`config.mk`:
```
export PLATFORM = sky130hd
export DESIGN_NAME = ram_fifo
export DESIGN_NICKNAME = d
export VERILOG_FILES = /design/src/rtl/ram_fifo_pkg.sv /design/src/rtl/ram_fifo_ctrl_if.sv /design/src/rtl/ram.sv /design/src/rtl/ram_fifo.sv /design/src/rtl/ram_fifo_ctrl.sv
export SDC_FILE = /design/constraint.sdc
export NUM_CORES = 1
export LEC_CHECK = 0
export ABC_CLOCK_PERIOD_IN_PS = 4000
export BUFFER_PORTS_ARGS = -buffer_cell sky130_fd_sc_hd__buf_2
export CAP_MARGIN = 20
export CELL_PAD_IN_SITES_DETAIL_PLACEMENT = 0
export CELL_PAD_IN_SITES_GLOBAL_PLACEMENT = 1
export CORE_MARGIN = 5
export CORE_UTILIZATION = 58
export CTS_BUF_LIST = sky130_fd_sc_hd__clkbuf_8
export CTS_CLUSTER_SIZE = 14
export DETAILED_ROUTE_END_ITERATION = 16
export PLACE_DENSITY_LB_ADDON = 0.15
export SYNTH_ARGS = -nofsm -noshare
export SYNTH_HDL_FRONTEND = slang
export SYNTH_SLANG_ARGS = --single-unit
```
`constraint.sdc`:
```
create_clock -name clk -period 4 [get_ports clk]
set_clock_uncertainty 0.2 [all_clocks]
set_input_delay 1 -clock clk [delete_from_list [all_inputs] [get_ports clk]]
set_output_delay 1 -clock clk [all_outputs]
set_load 0.01 [all_outputs]
```
`src/rtl/ram_fifo_pkg.sv`:
```
// Shared defaults and types for the RAM-backed FIFO controller.
// Widths mirror the existing dual-port ram defaults.
package ram_fifo_pkg;

    localparam int DEF_ADDR_WIDTH = 4;
    localparam int DEF_DATA_WIDTH = 8;
    localparam int DEF_DEPTH      = 16;

    typedef logic [DEF_ADDR_WIDTH:0] count_t;

    // The circular pointers rely on natural binary wrap, so depth must be a power of two.
    function automatic bit depth_ok(input int addr_width, input int depth);
        return depth == (1 << addr_width);
    endfunction

endpackage

```
`src/rtl/ram_fifo_ctrl_if.sv`:
```
// Push/pop stream, status and RAM-side signals of the FIFO controller.
// master is the controller's view, slave is the surrounding logic's view.
interface ram_fifo_ctrl_if
    import ram_fifo_pkg::*;
#(
    parameter int ADDR_WIDTH = DEF_ADDR_WIDTH,
    parameter int DATA_WIDTH = DEF_DATA_WIDTH
);
    logic                  push;
    logic [DATA_WIDTH-1:0] push_data;
    logic                  pop;
    logic                  clr_err;
    logic [DATA_WIDTH-1:0] pop_data;
    logic                  pop_valid;
    logic                  full;
    logic                  empty;
    logic                  almost_full;
    logic [ADDR_WIDTH:0]   count;
    logic                  overflow;
    logic                  underflow;
    logic                  ram_we;
    logic [ADDR_WIDTH-1:0] ram_wr_addr;
    logic [DATA_WIDTH-1:0] ram_wr_din;
    logic                  ram_re;
    logic [ADDR_WIDTH-1:0] ram_rd_addr;
    logic [DATA_WIDTH-1:0] ram_rd_dout;

    modport master (
        input  push, push_data, pop, clr_err, ram_rd_dout,
        output pop_data, pop_valid, full, empty, almost_full, count,
               overflow, underflow, ram_we, ram_wr_addr, ram_wr_din,
               ram_re, ram_rd_addr
    );

    modport slave (
        output push, push_data, pop, clr_err, ram_rd_dout,
        input  pop_data, pop_valid, full, empty, almost_full, count,
               overflow, underflow, ram_we, ram_wr_addr, ram_wr_din,
               ram_re, ram_rd_addr
    );
endinterface

```
`src/rtl/ram.sv`:
```
// Simple dual-port RAM: synchronous write, registered read with one-cycle latency.
// The read register clears on synchronous reset; array contents are not reset.
module ram
    import ram_fifo_pkg::*;
#(
    parameter int ADDR_WIDTH = DEF_ADDR_WIDTH,
    parameter int DATA_WIDTH = DEF_DATA_WIDTH,
    parameter int DEPTH      = DEF_DEPTH
) (
    input  logic                  clk,
    input  logic                  rst,
    input  logic                  we,
    input  logic [ADDR_WIDTH-1:0] wr_addr,
    input  logic [DATA_WIDTH-1:0] wr_din,
    input  logic                  re,
    input  logic [ADDR_WIDTH-1:0] rd_addr,
    output logic [DATA_WIDTH-1:0] rd_dout
);
    logic [DATA_WIDTH-1:0] mem [DEPTH];

    always_ff @(posedge clk) begin
        if (we) mem[wr_addr] <= wr_din;
    end

    always_ff @(posedge clk) begin
        if (rst)     rd_dout <= '0;
        else if (re) rd_dout <= mem[rd_addr];
    end

endmodule

```
`src/rtl/ram_fifo.sv`:
```
// Complete FIFO: the controller plus the dual-port RAM it drives.
module ram_fifo
    import ram_fifo_pkg::*;
(
    input  logic                      clk,
    input  logic                      rst,
    input  logic                      push,
    input  logic [DEF_DATA_WIDTH-1:0] push_data,
    input  logic                      pop,
    input  logic                      clr_err,
    output logic [DEF_DATA_WIDTH-1:0] pop_data,
    output logic                      pop_valid,
    output logic                      full,
    output logic                      empty,
    output logic                      almost_full,
    output count_t                    count,
    output logic                      overflow,
    output logic                      underflow
);
    ram_fifo_ctrl_if #(.ADDR_WIDTH(DEF_ADDR_WIDTH), .DATA_WIDTH(DEF_DATA_WIDTH)) bus ();

    assign bus.push      = push;
    assign bus.push_data = push_data;
    assign bus.pop       = pop;
    assign bus.clr_err   = clr_err;
    assign pop_data      = bus.pop_data;
    assign pop_valid     = bus.pop_valid;
    assign full          = bus.full;
    assign empty         = bus.empty;
    assign almost_full   = bus.almost_full;
    assign count         = bus.count;
    assign overflow      = bus.overflow;
    assign underflow     = bus.underflow;

    ram_fifo_ctrl u_ctrl (
        .clk (clk),
        .rst (rst),
        .bus (bus.master)
    );

    ram u_ram (
        .clk     (clk),
        .rst     (rst),
        .we      (bus.ram_we),
        .wr_addr (bus.ram_wr_addr),
        .wr_din  (bus.ram_wr_din),
        .re      (bus.ram_re),
        .rd_addr (bus.ram_rd_addr),
        .rd_dout (bus.ram_rd_dout)
    );

endmodule

```
`src/rtl/ram_fifo_ctrl.sv`:
```
// FIFO controller driving a dual-port RAM with circular addresses; tracks
// occupancy and sticky error flags and re-times the RAM read latency into pop_valid.
module ram_fifo_ctrl
    import ram_fifo_pkg::*;
#(
    parameter int ADDR_WIDTH   = DEF_ADDR_WIDTH,
    parameter int DATA_WIDTH   = DEF_DATA_WIDTH,
    parameter int DEPTH        = DEF_DEPTH,
    parameter int AFULL_THRESH = 12
) (
    input  logic            clk,
    input  logic            rst,
    ram_fifo_ctrl_if.master bus
);
    localparam int CW = ADDR_WIDTH + 1;
    localparam logic [ADDR_WIDTH:0]   CNT_ONE   = {{ADDR_WIDTH{1'b0}}, 1'b1};
    localparam logic [ADDR_WIDTH-1:0] PTR_ONE   = {{(ADDR_WIDTH-1){1'b0}}, 1'b1};
    localparam logic [ADDR_WIDTH:0]   CNT_FULL  = CW'(DEPTH);
    localparam logic [ADDR_WIDTH:0]   CNT_AFULL = CW'(AFULL_THRESH);

    if (!depth_ok(ADDR_WIDTH, DEPTH)) begin : g_bad_depth
        $error("ram_fifo_ctrl: DEPTH must equal 2**ADDR_WIDTH");
    end
    if (AFULL_THRESH < 1 || AFULL_THRESH > DEPTH) begin : g_bad_afull
        $error("ram_fifo_ctrl: AFULL_THRESH out of range 1..DEPTH");
    end

    logic [ADDR_WIDTH-1:0] wr_ptr;
    logic [ADDR_WIDTH-1:0] rd_ptr;
    logic [ADDR_WIDTH:0]   count;
    logic [ADDR_WIDTH:0]   count_nxt;
    logic                  full;
    logic                  empty;
    logic                  almost_full;
    logic                  pop_valid;
    logic                  overflow;
    logic                  underflow;
    logic                  push_acc;
    logic                  pop_acc;

    // Accepts look only at registered flags, so a full FIFO never takes a push
    // even when a pop is accepted in the same cycle (and vice versa when empty).
    always_comb begin
        push_acc  = bus.push & ~full;
        pop_acc   = bus.pop & ~empty;
        count_nxt = count;
        if (push_acc && !pop_acc) begin
            count_nxt = count + CNT_ONE;
        end else if (pop_acc && !push_acc) begin
            count_nxt = count - CNT_ONE;
        end
    end

    always_ff @(posedge clk or posedge rst) begin
        if (rst) begin
            wr_ptr      <= '0;
            rd_ptr      <= '0;
            count       <= '0;
            full        <= 1'b0;
            empty       <= 1'b1;
            almost_full <= 1'b0;
            pop_valid   <= 1'b0;
            overflow    <= 1'b0;
            underflow   <= 1'b0;
        end else begin
            if (push_acc) wr_ptr <= wr_ptr + PTR_ONE;
            if (pop_acc)  rd_ptr <= rd_ptr + PTR_ONE;
            count       <= count_nxt;
            full        <= (count_nxt == CNT_FULL);
            empty       <= (count_nxt == '0);
            almost_full <= (count_nxt >= CNT_AFULL);
            pop_valid   <= pop_acc;
            // A fresh error event takes priority over a clear in the same cycle.
            if (bus.push && full)       overflow  <= 1'b1;
            else if (bus.clr_err)       overflow  <= 1'b0;
            if (bus.pop && empty)       underflow <= 1'b1;
            else if (bus.clr_err)       underflow <= 1'b0;
        end
    end

    assign bus.ram_we      = push_acc;
    assign bus.ram_wr_addr = wr_ptr;
    assign bus.ram_wr_din  = bus.push_data;
    assign bus.ram_re      = pop_acc;
    assign bus.ram_rd_addr = rd_ptr;
    assign bus.pop_data    = bus.ram_rd_dout;
    assign bus.pop_valid   = pop_valid;
    assign bus.count       = count;
    assign bus.full        = full;
    assign bus.empty       = empty;
    assign bus.almost_full = almost_full;
    assign bus.overflow    = overflow;
    assign bus.underflow   = underflow;

endmodule

```
-- Yosys cells after proc, flatten, opt, wreduce, memory -nomap -nowiden
Memories as Yosys holds them, arrays and structs flattened. A register that Yosys moved wholly into a read port is not among the register bits.
Index checks and enable logic that the tools add are counted.
- register bits after elaboration: 19
- output and inout port bits: 19
- memories: 1
- bits in writable memories: 128
- input port bits: 13
- memory list (memory ; depth ; bits a word ; rd ports ; clocked after memory_dff ; wr ports ; RTL line ; RTL):
    u_ram.mem ; 16 ; 8 ; 1 ; 1 ; 1 ; ram.sv:19 ; logic [DATA_WIDTH-1:0] mem [DEPTH];
- mux-type cells: 7
- order comparisons: 1
- equality and inequality tests: 1
- reduce and logical (&&, ||, !) cells: 9
- add/subtract/negate cells: 4
- bitwise operators: 4
- operators by type and width (kind ; count):
    two-way mux 5 bit ; 2
    adder 4 x 1 -> 4 bit, second input constant ; 2
    adder 5 x 1 -> 5 bit, second input constant ; 1
    equality test 5 bit, second input constant ; 1
    greater-or-equal comparator 5 x 4 -> 1 bit, second input constant ; 1
    logical NOT 5 bit ; 1
    two-way mux 1 bit ; 5
    subtractor 5 x 1 -> 5 bit, second input constant ; 1
    logical AND 1 bit ; 4
    nonzero test 2 bit ; 2
    bitwise AND 1 bit ; 2
    logical NOT 1 bit ; 2
    NOT 1 bit ; 2

-- Depth between registers and ports, before layout
Gate-level depths: netlist of the first run.
- depth after elaboration: 7
- depth in mapped cells: 8
- depth with buffers taken out: 7

-- Cells and area by module
Synthesis of the first run repeated with hierarchy kept, for this count alone.
- cells, all modules: 414
- area, all modules: 6361.1 um^2
- by module, submodules not included (module ; cells each ; area each (um^2) ; times used):
    ram ; 316 ; 5343.9 ; 1
    ram_fifo_ctrl ; 98 ; 1017.2 ; 1

-- Worst setup path before layout of the first run
No wires, ideal clock.
- path type: input to register
- start: in push
- end: mem u_ram.mem[3][0] in the netlist's numbering, enable pin
- required time: 3.417 ns
- setup slack: 1.401 ns
- arrival time: 2.015 ns
- setup time: 0.383 ns
- stages on the path: 4
- path buffers: 1
- cell sequence: nor2b_1 > buf_4 > nand2_1 > nor3_1
- word-level cells in the longest chain between the ends: 3
- ends and longest elaborated chain (what ; RTL line ; RTL):
    start: declaration ; ram_fifo.sv:7 ; input logic push,
    bitwise AND 1 bit ; ram_fifo_ctrl.sv:44 ; push_acc = bus.push & ~full;
    two-way mux 1 bit ; ram.sv:22 ; if (we) mem[wr_addr] <= wr_din;
    two-way mux 1 bit (not written as such) ; ram.sv:22 ;
    end: declaration ; ram.sv:19 ;
Every way passes these cells.

==> results.json, run 1 <==
{
  "wl_per_cell_um": 22.2,
  "synth-seq-cells": 155,
  "die_y_um": 115,
  "cts_tree": "done",
  "critPathLaunchType": "flip-flop",
  "antenna_found_initial": 0,
  "clk_pin_slew_ns": 0.09,
  "grt_usage_pct": 21.6,
  "reg2reg_depth": 4,
  "drc": 0,
  "clk_latency_ns": 0.45,
  "arrival_ns": 2.56,
  "cts_max_path_buffers": 2,
  "outcome": "finished clean",
  "hold_viol": 0,
  "worstReg2RegEnd": "u_ram.rd_dout[5]",
  "h-tree-depth": 4,
  "holdCritPathClass": "reg2reg",
  "synth_top_area_cell": "edfxtp_1",
  "setup_tns_ns": 0,
  "min_period_ns": 2.41,
  "grt_util_met1_pct": 31.3,
  "grt_first_pass_wirelength_mm": 20.2,
  "relSlewSlack_pct": 37.2,
  "yosysMostFrequentCell": "edfxtp_1",
  "grt_max_degree": 31,
  "power.leakage_nw": 2.47,
  "synth_edf_count": 128,
  "period_share_pct": 60.4,
  "r2r_start": "u_ctrl.bus.ram_rd_addr[2]",
  "setup_viol": 0,
  "crit_type": "reg2reg",
  "synth.top_cell.area_share_pct": 60.6,
  "hold_path_end": "u_ram.rd_dout[7]",
  "path_max_fanout": 30,
  "clockRootBuffer": "clkbuf_8",
  "async_flop_share_pct": 12.3,
  "rsz0062_at_grt": "no",
  "seq_area_frac_synth_pct": 70.6,
  "drtIter0Drc": 303,
  "overflow": 0,
  "drive_gt1_share_pct": 22.0,
  "crit_required_ns": 4.15,
  "syn_area_per_cell_um2": 16.1,
  "die_w_um": 115,
  "ir_drop_mv": 0.365,
  "r2r_slack_ns": 1.59,
  "ioPinCount": 32,
  "antenna_cells": 0,
  "final_nets": 453,
  "top_usage_layer": "met2",
  "routed_wl_mm": 13.0,
  "holdCritStartpoint": "u_ram.rd_dout[7]",
  "grt_pass1_vias": 3414,
  "cts_resized": 0,
  "fp.dieArea_mm2": 0.0131,
  "end_kind": "flip-flop",
  "cts.sinks": 155,
  "synth.area.top_cells": "edfxtp_1 (61%), dfrtp_1 (7.1%), mux2i_1 (6.3%), dfxtp_1 (2.5%), mux4_2 (1.8%)",
  "ys_warn_count": 0,
  "worstMarginPinSlew_ns": 0.939,
  "mappedNetlistArea_mm2": 0.00635,
  "dr.pass1.iters": 5,
  "synth.distinct_cells": 48,
  "num_vias": 3370,
  "drv_slew": 0,
  "max_clock_freq_mhz": 414,
  "use_met2_pct": 32.3,
  "synthTopCellsByCount": "edfxtp_1 (128), mux2i_1 (40), nor2_1 (24)",
  "min_path_cells": 1,
  "gp_routability_congestion": 0.789,
  "synthCells": 395,
  "post_drt_via_cell_ratio": 5.75,
  "cts_hold_buf": 0,
  "syn_nets": 415,
  "dp_cells": 554,
  "place.detailed.hpwl_mm": 8.72,
  "ys.flop_type": "edfxtp_1",
  "numPortBuffers": 31,
  "use_met3_pct": 5.66,
  "numCtsBuffers": 17,
  "fin_cells": 586,
  "maxCapViolCount": 0,
  "start_util_pct": 58.8,
  "powerDensity_mw_per_mm2": 675,
  "antenna_left": 0,
  "std_cell_rows": 38,
  "core_area_mm2": 0.0108,
  "area_delta_synth_final_pct": 9.36,
  "cts_setup_buffers": 0
}
state kept, by name, indices dropped and copies added, names as in the netlist:
signal                  flops
u_ctrl.bus.count            5
u_ctrl.bus.overflow         1
u_ctrl.bus.full             1
u_ctrl.bus.underflow        1
u_ctrl.bus.almost_full      1
u_ctrl.bus.ram_rd_addr      4
u_ram.mem                 128
u_ctrl.bus.empty            1
u_ctrl.bus.ram_wr_addr      4
u_ram.rd_dout               8
u_ctrl.bus.pop_valid        1
power by group:
part	switching, mW	internal, mW
sequential	0.263	2.01
clock	0.599	0.437
combinational	0.805	0.569
layout by cell type (no fill, tap or decap), drive strengths merged, types with 2 or more instances in the layout:
master / synthesis / layout
nor2: 26 / 26
nand3: 4 / 4
nor4: 3 / 3
buf: 14 / 38
mux2: 7 / 7
clkbuf: 5 / 17
nor2b: 8 / 8
inv: 9 / 16
mux4: 6 / 6
nand2b: 4 / 4
dfxtp: 8 / 8
o211ai: 2 / 2
dfrtp: 18 / 18
edfxtp: 128 / 128
o21ai: 14 / 14
a22oi: 14 / 14
xor2: 2 / 2
xnor2: 8 / 8
nor3: 6 / 6
a22o: 6 / 6
nand4: 2 / 2
a211oi: 6 / 6
clkinvlp: 0 / 4
o2111ai: 7 / 7
a21o: 2 / 2
a21oi: 8 / 8
mux2i: 40 / 40
ha: 7 / 7
nand2: 23 / 23
clkinv: 0 / 4
metrics by stage:
stage | setup WS [ns] | power [mW] | instance area, µm² | hold WS [ns] | utilization [%]
6_report | 1.59 | 4.68 | 6940 | 0.267 | 64.3
5_1_grt | 1.42 | 4.95 | 6940 | 0.287 | 64.3
4_1_cts | 1.55 | 4.72 | 6940 | 0.273 | 64.3
3_5_place_dp | 1.19 | 3.69 | 6590 | 0.253 | 61.1
3_3_place_gp | 1.30 | 3.67 | 6590 | 0.250 | 61.1
2_1_floorplan | 1.40 | 3.30 | 6350 | 0.297 | -
cell families (layout without fill, tap and decap cells):
| family | Yosys count | in the layout | share of synthesized area, % |
|---|---|---|---|
| simple gates | 80 | 80 | 6.49 |
| buf+inv | 28 | 79 | 2.82 |
| compound gates | 62 | 62 | 7.25 |
| mux | 53 | 53 | 9.74 |
| fa+ha+maj | 7 | 7 | 1.38 |
| flops | 155 | 155 | 70.6 |
| xor+xnor | 10 | 10 | 1.73 |
layout make-up:
cell class	instances	area, µm²
fillers	766	3850
clock buffers	17	234
flip-flops and latches	155	4480
inverters	9	41.3
clock inverters	15	114
multi-input cells	212	1690
well taps	140	175
repair buffers	38	208
critical path, cell delays in order, from the launching register on:
cell	delay [ns]
dfrtp_2	0.81
buf_4	0.49
mux2_2	0.39
o2111ai_1	0.29
o21ai_1	0.09
metal layers:
layer	share of wire, %	wire length [µm]
met1	45	5880
met2	48	6180
met3	5.9	767
met4	1.2	160
met5	0	0
how the worst max path moves through the flow:
stage,startpoint,endpoint,slack [ns],cells after the start
floorplan,push,u_ram.mem[3][0],1.40,4
global placement,push,u_ram.mem[6][1],1.30,5
detailed placement,push,u_ram.mem[15][2],1.19,5
CTS,u_ctrl.bus.ram_rd_addr[3],u_ram.rd_dout[1],1.55,5
global route,u_ctrl.bus.ram_rd_addr[3],u_ram.rd_dout[0],1.42,5
finish,u_ctrl.bus.ram_rd_addr[2],u_ram.rd_dout[5],1.59,4
No activity file was read; power rests on OpenSTA's default activity.
==> run 2, diff against run 1 <==
--- a/config.mk
+++ b/config.mk
@@ -5,13 +5,13 @@
 export SDC_FILE = /design/constraint.sdc
 export NUM_CORES = 1
 export LEC_CHECK = 0
-export ABC_CLOCK_PERIOD_IN_PS = 4000
+export ABC_CLOCK_PERIOD_IN_PS = 2300
 export BUFFER_PORTS_ARGS = -buffer_cell sky130_fd_sc_hd__buf_2
 export CAP_MARGIN = 20
 export CELL_PAD_IN_SITES_DETAIL_PLACEMENT = 0
 export CELL_PAD_IN_SITES_GLOBAL_PLACEMENT = 1
 export CORE_MARGIN = 5
-export CORE_UTILIZATION = 58
+export CORE_UTILIZATION = 54
 export CTS_BUF_LIST = sky130_fd_sc_hd__clkbuf_8
 export CTS_CLUSTER_SIZE = 14
 export DETAILED_ROUTE_END_ITERATION = 16
==> constraint.sdc (replaced) <==
create_clock -name clk -period 2.3 [get_ports clk]
set_clock_uncertainty 0.2 [all_clocks]
set_input_delay 0.575 -clock clk [delete_from_list [all_inputs] [get_ports clk]]
set_output_delay 0.575 -clock clk [all_outputs]
set_load 0.01 [all_outputs]
==> run 2 against run 1 <==
Largest power group unchanged; final area up 3.7%; sequential power increased by 70%; clock power up 99%; worst setup slack lost 1.4 ns; largest cell class unchanged; global-route usage down 3.0 points; first-iteration DRC count down 6.9%; sequential share of layout area shrank 2.3 points; via count grew 0.59%; worst hold slack worse by 0.14 ns; routed wire length shrank 5.2%; final cell count rose by 4.6%; highest routed layer unchanged; flip-flop and latch count is the same.
==> results.json, run 2 (same netlist as run 1, synthesis figures left out) <==
{
  "final_cell_mix": "edfxtp_1 (128), mux2i_1 (40), buf_2 (31)",
  "relSlewSlack_pct": 61.8,
  "dr.pass1.iters": 4,
  "numCtsBuffers": 17,
  "drive_gt1_share_pct": 26.0,
  "largest_reg_flops": 128,
  "path_max_fanout": 11,
  "place.detailed.hpwl_mm": 8.28,
  "post_drt_via_cell_ratio": 5.53,
  "crit_family": "simple AND/OR/NAND/NOR gates",
  "cts_max_path_buffers": 2,
  "cts_tree": "done",
  "min_path_cells": 2,
  "ir_drop_mv": 0.617,
  "pwr-share-seq_pct": 45.1,
  "layout_commonest_cell": "edfxtp_1",
  "h-tree-depth": 4,
  "power.switching_mw": 2.84,
  "grt_pass1_vias": 3468,
  "arrival_ns": 2.30,
  "drv_slew": 0,
  "cts.sinks": 155,
  "num_vias": 3390,
  "core_area_mm2": 0.0115,
  "fp.dieArea_mm2": 0.0140,
  "end_kind": "flip-flop",
  "critPathLaunch": "rst",
  "drtIter0Drc": 282,
  "worstReg2RegEnd": "u_ram.rd_dout[2]",
  "grt_first_pass_wirelength_mm": 19.7,
  "holdCritPathClass": "in2reg",
  "std_cell_rows": 39,
  "critPathLaunchType": "input port",
  "r2r_slack_ns": 0.33,
  "cp_cell_sequence": "dlygate4sd3_1, buf_2, nor3b_1, nand2_2, nor2_1, a22oi_1, o21ai_1",
  "holdCritStartpoint": "clr_err",
  "reg2reg_depth": 5,
  "setup_tns_ns": 0,
  "p_int_mw": 5.71,
  "crit_type": "in2reg",
  "final_nets": 477,
  "rsz0062_at_grt": "no",
  "regMostFlops": "u_ram.mem",
  "period_share_pct": 92.2,
  "hold_viol": 0,
  "power.leakage_nw": 2.64,
  "comb_power_share_pct": 30.7,
  "numPortBuffers": 31,
  "die_y_um": 118,
  "maxCapViolCount": 0,
  "max_clock_freq_mhz": 472,
  "grt_usage_pct": 18.6,
  "clockRootBuffer": "clkbuf_8",
  "clk_pin_slew_ns": 0.08,
  "start_util_pct": 55.4,
  "ioPinCount": 32,
  "routed_wl_mm": 12.3,
  "antenna_cells": 0,
  "outcome": "finished clean",
  "antenna_found_initial": 0,
  "powerDensity_mw_per_mm2": 1190,
  "overflow": 0,
  "gp_routability_congestion": 0.782,
  "fin_cells": 613,
  "drc": 0,
  "antenna_left": 0,
  "worstSetupPathDepth": 7,
  "grt_max_degree": 29,
  "min_period_ns": 2.12,
  "area_delta_synth_final_pct": 13.4,
  "dp_cells": 580,
  "setup_viol": 0,
  "clkPwrFrac_pct": 24.2,
  "clk_latency_ns": 0.44,
  "hold_path_end": "u_ctrl.bus.underflow",
  "switching_share_pct": 33.2,
  "r2r_start": "u_ctrl.bus.ram_rd_addr[3]",
  "fillCellCount": 842,
  "crit_path_top_delay_cell": "dlygate4sd3_1",
  "wl_per_cell_um": 20.1,
  "worstMarginPinSlew_ns": 0.570,
  "reg.largest.list": "u_ram.mem: 128 flops, u_ram.rd_dout: 8 flops, u_ctrl.bus.count: 5 flops",
  "crit_buf_inv": 2,
  "crit_required_ns": 2.48,
  "slowest_delay_ns": 0.53,
  "die_w_um": 118
}
run 2: cell count changes in the layout (fill, tap and decap cells not counted), sizes merged:
cell and change:
buf +23, bufinv +3, clkinv +3, clkinvlp -1, dlygate4sd3 +1, inv -5
run 2: cell type report:
type | count | area (µm²) | share of cell area, %
inverters | 9 | 41.3 | 0.573
flip-flops and latches | 155 | 4480 | 62.2
repair buffers | 62 | 403 | 5.60
clock inverters | 15 | 171 | 2.38
multi-input cells | 212 | 1690 | 23.5
clock buffers | 17 | 234 | 3.25
well taps | 143 | 179 | 2.48
run 2: per-layer routing:
metal  vias to the layer above  routed length, µm  GRT usage [%]
li1                       1637                  -              -
met1                      1656               5610           26.5
met2                        85               5870           28.3
met3                        12                672           4.49
met4                         0                153           6.52
met5                         -                  0              0
run 2: through the flow:
step	hold slack [ns]	setup slack (ns)	cell area [µm²]	utilization, %	total power, mW
6_report	0.125	0.180	7200	62.8	8.56
5_1_grt	0.0896	0.0560	7200	62.8	9.05
4_1_cts	0.0958	0.179	7200	62.8	8.63
3_5_place_dp	0.249	0.179	6780	59.1	6.57
3_3_place_gp	0.250	0.249	6780	59.1	6.54
2_1_floorplan	0.297	0.126	6350	-	5.73
run 2: repair_timing:
| action | in CTS | in global routing |
|---|---|---|
| endpoints found under the setup margin | 0 | 1 |
| resized for setup | 0 | 1 |
| endpoints found under the hold margin | 1 | 0 |
| buffers inserted | 0 | 0 |
| hold buffers | 1 | 0 |
run 2: how the worst max path moves through the flow:
stage	endpoint	slack [ns]
floorplan	u_ram.mem[3][0]	0.13
CTS	u_ram.rd_dout[2]	0.18
finish	u_ram.rd_dout[2]	0.18
global placement	u_ctrl.bus.empty	0.25
detailed placement	u_ctrl.bus.empty	0.18
global route	u_ram.rd_dout[5]	0.06
run 2: power groups by stage:
stage	registers [mW]	clock network, mW	logic, mW
2_1_floorplan	3.81	0	1.92
3_3_place_gp	3.91	0	2.62
3_5_place_dp	3.93	0	2.64
4_1_cts	3.87	2.10	2.66
5_1_grt	3.93	2.24	2.88
6_report	3.86	2.07	2.63
